===== src/rtl/systolic_pe_mac.sv =====
// systolic_pe_mac: one processing element of the systolic matrix-multiply array.
// Forwards the skewed A (west->east) and B (north->south) operand streams with
// a one-cycle register stage, and multiply-accumulates K_DEPTH matched operand
// pairs into one C element.
// Optional feature: define SYSTOLIC_PE_MAC_MISMATCH_CHECK_EN to enable the sticky
// operand-alignment error flag (mismatch_err); otherwise it is tied to 0.
module systolic_pe_mac #(
  parameter int K_DEPTH = 4,
  parameter int CNT_W   = 16
) (
  input  logic        clk,
  input  logic        rst,
  input  logic [31:0] a_in,
  input  logic        a_valid_in,
  input  logic [31:0] b_in,
  input  logic        b_valid_in,
  input  logic        acc_clear,
  output logic [31:0] a_out,
  output logic        a_valid_out,
  output logic [31:0] b_out,
  output logic        b_valid_out,
  output logic [31:0] result,
  output logic        result_valid,
  output logic        mismatch_err
);

  // Counter value at which the next fire completes the C element.
  localparam logic [CNT_W-1:0] LAST_CNT = CNT_W'(K_DEPTH - 1);

  logic [31:0]      a_out_q, a_out_d;
  logic             a_valid_out_q, a_valid_out_d;
  logic [31:0]      b_out_q, b_out_d;
  logic             b_valid_out_q, b_valid_out_d;
  logic [31:0]      acc_q, acc_d;
  logic [CNT_W-1:0] cnt_q, cnt_d;
  logic [31:0]      result_q, result_d;
  logic             result_valid_q, result_valid_d;

  logic             fire;
  logic [31:0]      product;

  // Both operands present this cycle; product keeps only the low 32 bits.
  assign fire    = a_valid_in & b_valid_in;
  assign product = a_in * b_in;

  // Next-state: pass-through plus the accumulate/complete/abort decision.
  always_comb begin
    a_out_d        = a_in;
    a_valid_out_d  = a_valid_in;
    b_out_d        = b_in;
    b_valid_out_d  = b_valid_in;
    acc_d          = acc_q;
    cnt_d          = cnt_q;
    result_d       = result_q;
    result_valid_d = 1'b0;
    if (acc_clear) begin
      // Abort wins over a same-cycle fire, even a completing one.
      acc_d = '0;
      cnt_d = '0;
    end else if (fire) begin
      if (cnt_q == LAST_CNT) begin
        result_d       = acc_q + product;
        result_valid_d = 1'b1;
        acc_d          = '0;
        cnt_d          = '0;
      end else begin
        acc_d = acc_q + product;
        cnt_d = cnt_q + CNT_W'(1);
      end
    end
  end

  // State registers, cleared asynchronously by the active-low reset.
  always_ff @(posedge clk or negedge rst) begin
    if (!rst) begin
      a_out_q        <= '0;
      a_valid_out_q  <= 1'b0;
      b_out_q        <= '0;
      b_valid_out_q  <= 1'b0;
      acc_q          <= '0;
      cnt_q          <= '0;
      result_q       <= '0;
      result_valid_q <= 1'b0;
    end else begin
      a_out_q        <= a_out_d;
      a_valid_out_q  <= a_valid_out_d;
      b_out_q        <= b_out_d;
      b_valid_out_q  <= b_valid_out_d;
      acc_q          <= acc_d;
      cnt_q          <= cnt_d;
      result_q       <= result_d;
      result_valid_q <= result_valid_d;
    end
  end

`ifdef SYSTOLIC_PE_MAC_MISMATCH_CHECK_EN
  logic mismatch_q, mismatch_d;

  // Sticky: any cycle where only one stream is valid latches the error until reset.
  always_comb begin
    mismatch_d = mismatch_q | (a_valid_in ^ b_valid_in);
  end

  // Error flag register; only reset clears it, acc_clear does not.
  always_ff @(posedge clk or negedge rst) begin
    if (!rst) mismatch_q <= 1'b0;
    else      mismatch_q <= mismatch_d;
  end

  assign mismatch_err = mismatch_q;
`else
  assign mismatch_err = 1'b0;
`endif

  assign a_out        = a_out_q;
  assign a_valid_out  = a_valid_out_q;
  assign b_out        = b_out_q;
  assign b_valid_out  = b_valid_out_q;
  assign result       = result_q;
  assign result_valid = result_valid_q;

endmodule


===== config.mk =====
export PLATFORM = sky130hd
export DESIGN_NAME = systolic_pe_mac
export DESIGN_NICKNAME = d
export VERILOG_FILES = /design/src/rtl/systolic_pe_mac.sv
export SDC_FILE = /design/constraint.sdc
export NUM_CORES = 1
export LEC_CHECK = 0
export ABC_AREA = 1
export ABC_CLOCK_PERIOD_IN_PS = 8600
export CORE_ASPECT_RATIO = 1.4
export CORE_MARGIN = 4
export CORE_UTILIZATION = 55
export DETAILED_ROUTE_END_ITERATION = 16
export GPL_TIMING_DRIVEN = 0
export PLACE_DENSITY = 0.76
export SYNTH_ARGS = -nofsm -noshare
export SYNTH_HDL_FRONTEND = slang
export SYNTH_SLANG_ARGS = --single-unit
export TNS_END_PERCENT = 50

===== constraint.sdc =====
create_clock -name clk -period 8.6 [get_ports clk]
set_input_delay 1.29 -clock clk [delete_from_list [all_inputs] [get_ports clk]]
set_output_delay 1.29 -clock clk [all_outputs]
set_load 0.01 [all_outputs]

Yosys cells after proc, flatten, opt, wreduce, memory -nomap -nowiden --
Index checks and enable logic that the tools add are counted.
Word-level totals: register bits after elaboration 147, input bits 69, output and inout bits 100, logic and storage cells 25
Cells by class: add/subtract/negate cells 2, $mul 1, equal/unequal tests 1, multiplexer cells 9, bitwise operators 2, reduce and logical (&&, ||, !) cells 2
Operators with widths (number):
- 32-bit two-way mux | 3
- 16-bit two-way mux | 3
- 32-bit adder | 1
- 32-bit by 32-bit multiplier with 32-bit output | 1
- 16-bit by 1-bit adder with 16-bit output, second input constant | 1
- 16-bit by 2-bit == test with 1-bit output, second input constant | 1
- 1-bit two-way mux | 3
- 3-bit AND reduction | 1
- 2-bit nonzero test | 1
- 1-bit bitwise AND | 1
- 1-bit NOT | 1

Depth between registers and ports, before layout --
depth after elaboration 5, depth in mapped cells 34

Least setup slack after synthesis --
OpenSTA, ideal clock, no wires.
path type input port to flip-flop, from input port b_in[4], to register acc_q[29], library setup time 0.127 ns, arrival time 7.520 ns, data required time 8.473 ns, path slack 0.954 ns, stages on the path 29, path buffers 2, cells stage by stage clkbuf_1 clkbuf_1 nand2_1 inv_1 fa_1 fa_1 fa_1 inv_1 fa_1 inv_1 fa_1 inv_1 fa_1 inv_1 fa_1 inv_1 fa_1 inv_1 ha_1 a21oi_1 inv_1 a31oi_1 o21ai_0 nand2_1 nand3_1 a21o_1 or2_1 nand3_1 o21ai_1
On the way: word-level cells in the longest chain between the ends 5
Ends and longest elaborated chain:
- start, declared | RTL line 15 | input logic [31:0] b_in,
- 32-bit by 32-bit multiplier with 32-bit output | RTL line 44 | assign product = a_in * b_in;
- 32-bit adder | RTL line 67 | acc_d = acc_q + product;
- 32-bit two-way mux | RTL line 61 | if (cnt_q == LAST_CNT) begin
- 32-bit two-way mux | RTL line 60 | end else if (fire) begin
- 32-bit two-way mux | RTL line 56 | if (acc_clear) begin
- end signal, assigned | RTL line 80 | acc_q <= '0;
- end signal, assigned | RTL line 89 | acc_q <= acc_d;
- end, declared | RTL line 34 | logic [31:0] acc_q, acc_d;
Every way passes these cells. The select of a mux whose other input is x is not followed. A chain may end at the register's enable or synchronous reset.

Final worst setup path --
from input port a_in[6], to register acc_q[31]
On the way: word-level cells in the longest chain between the ends 5
Ends and longest elaborated chain:
- start, declared | RTL line 13 | input logic [31:0] a_in,
- 32-bit by 32-bit multiplier with 32-bit output | RTL line 44
- 32-bit adder | RTL line 67
- 32-bit two-way mux | RTL line 61
- 32-bit two-way mux | RTL line 60
- 32-bit two-way mux | RTL line 56
Every way passes these cells. The select of a mux whose other input is x is not followed.

==> results.cfg <==
[timing]
setup_violations = 0
finalHoldViolCount = 0
slew_headroom_pct = 35.7
maxSlewViolCount = 0
setup_slack_ns = 0.127
max_freq_ghz = 0.118
min_period_over_period_pct = 98.5
period_needed_ns = 8.47
skew_ns = 0.0107
worst_slew_pin_slew_ns = 0.964

[drt]
drc = 0
ant_nets = 0
wire_per_inst_um = 20.2
viasPerCell = 5.26
drtIter0Drc = 1260
drt-total-wl_um = 72200
dr.pass1.iters = 7
via_count = 18800

[yosys]
synth_compound_gate_area_share_pct = 3.46
netlist_area_sq_um = 22800
ys_dominant_reg_cell = dfrtp_1
ys_seq_area_share_pct = 16.2
syn_inst = 2843
yosys-top-cells-count = inv_1, nand2_1, fa_1
synth_top_family_by_area = adder cells
ys_warn_count = 0
synth_nets = 3475
synth_edf_count = 0
synth_xor_xnor_area_share_pct = 0.846
synth_area_leaders = fa_1, dfrtp_1, inv_1, nand2_1, ha_1
yosysTopAreaCell = fa_1
synth_cell_type_count = 51
synth.most_common_cell = inv_1
synth_top_area_share_pct = 38.5
synth-simple-area-share_pct = 17.3
syn_area_per_cell_sq_um = 8.01
synth_seq_cells = 147
muxShareOfSynthArea_pct = 0
synthArstFlopShare_pct = 100
synth_adder_area_share_pct = 45.4

[critical_path]
worst_path_max_delay_cell = fa_1
path_max_fanout = 10
crit_start = a_in[6]
cp_data_arrival_time_ns = 8.83
endpoint_kind = flop
crit_path_frequent_cell = inv_1
max_stage_delay_ns = 0.58
path_class = in -> reg
r2r-start = acc_q[18]$_DFFE_PN0P_
cp.required_ns = 8.95
start_kind = input port

[die]
start_util_pct = 56.1
fp.dieH_um = 249
die-area_sq_um = 44800
io_pins = 169
die_w_um = 180
fp-row-count = 87
core_sq_um = 40600

[clocking]
cts_made_buffers = 17
root_buffer = clkbuf_16
cts_max_level = 4
cts_max_path_buffers = 2
clock-sinks = 147
cts_tree = done
clkTransAtPathRegs_ns = 0.07
clock_latency_ns = 0.46
ctsHoldBuffers = 0

[finish]
antennaDiodeCount = 0
drive_gt1_share_pct = 5.53
area_delta_synth_final_pct = 13.7
layout.nets = 3657
nFillCells = 3527

[run_status]
status = finished, final reports clean

[global_route]
antenna_found_initial = 0
grt_max_degree = 96
grt.total_usage_pct = 33.0
grt.overflow.total = 0
grt_pass1_wl_um = 113000
grt_pass1_vias = 20600

[hold_path]
hp-class = reg -> reg
hp-start = result[21]$_DFFE_PN0P_

[place]
port-buffer-count = 167
place_hpwl_um = 61300
place_ws_ns = -1.21
gp_congestion = 0.993

[run]
drv_cap = 0
cell families after synthesis:
kind of cell / Yosys count
buffers and inverters: 1012
other: 1
AOI/OAI and AO/OA: 132
DFF: 147
adders and majority gates: 563
xor gates and xnor gates: 22
and+or+nand+nor: 966
critical path, delay by kind of cell:
family / cells / cell delay, ns
adder cells (fa/ha/maj): 9 / 4.54
buffers and inverters: 12 / 1.87
AND/OR/NAND/NOR: 8 / 1.13
final cells by class:
class	count	area, sq um	share of cell area [%]
multi-input cells	1684	15300	59.1
flip-flops and latches	147	3680	14.2
inverters	892	3350	12.9
repair buffers	168	1700	6.57
well taps	534	668	2.58
plain buffers	115	613	2.37
clock buffers	18	429	1.66
clock inverters	14	144	0.556
path summary, 6_finish.rpt:
| kind | endpoint | slack (ns) | cells after the start |
|---|---|---|---|
| setup / recovery | acc_q[31]$_DFFE_PN0P_ | 0.13 | 29 |
| hold / removal | result[21]$_DFFE_PN0P_ | 0.48 | 2 |
| setup reg to reg | acc_q[29]$_DFFE_PN0P_ | 1.70 | 25 |
| hold reg to reg | result[21]$_DFFE_PN0P_ | 0.48 | 2 |
| max in group asynchronous | a_out[19]$_DFF_PN0_ | 6.92 | 2 |
| min in group asynchronous | b_out[24]$_DFF_PN0_ | 0.78 | 1 |
state kept, by name (all words and copies together) (netlist names):
name and count:
a_valid_out 1, b_valid_out 1, b_out 32, cnt_q 16
result_valid 1, result 32, a_out 32, acc_q 32
per-stage QoR:
step                instances  utilization [%]  hold WS (ns)  cell area [sq um]  TNS [ns]
floorplan                2843                -         0.459              22800         0
global placement         3544             61.8         0.465              25100    -26.70
detailed placement       3545             61.9         0.465              25100    -22.97
CTS                      3573             63.4         0.484              25800         0
global route             3572             63.7         0.502              25900   -0.0100
finish                   3572             63.7         0.482              25900         0
layout by cell type, fill, tap and decap left out, types with 5 or more instances in the layout:
master / instances
a21oi_2: 6
nand3_2: 6
nand2_1: 797
o21ai_0: 48
a21oi_1: 29
nand4_1: 9
nor2_2: 5
buf_2: 25
nor2_1: 23
fa_1: 437
inv_1: 887
xnor2_1: 13
inv_6: 6
inv_2: 5
clkdlybuf4s50_1: 159
nor4_1: 5
a21o_1: 6
ha_1: 123
nand3b_1: 9
nor3_1: 5
or2_1: 6
o22ai_1: 15
nand3_1: 84
clkbuf_1: 29
buf_4: 5
dfrtp_1: 147
clkbuf_4: 20
clkbuf_2: 35
clkbuf_16: 17
xor2_1: 9
or2_2: 7
repair_timing:
action / in CTS / in global routing
pin swaps: 0 / 1
endpoints found under the setup margin: 26 / 26
buffers inserted: 0 / 0
cloned: 0 / 0
gates resized for setup: 44 / 99
routing by layer:
layer / track usage, % / wire (um)
met5: 0 / 0
met4: 23.4 / 6580
met3: 5.68 / 4820
met2: 57.9 / 36200
met1: 36.0 / 24600
Power is not shown: default switching activity piles up to over one toggle a cycle in this logic, so the estimate is an artifact.
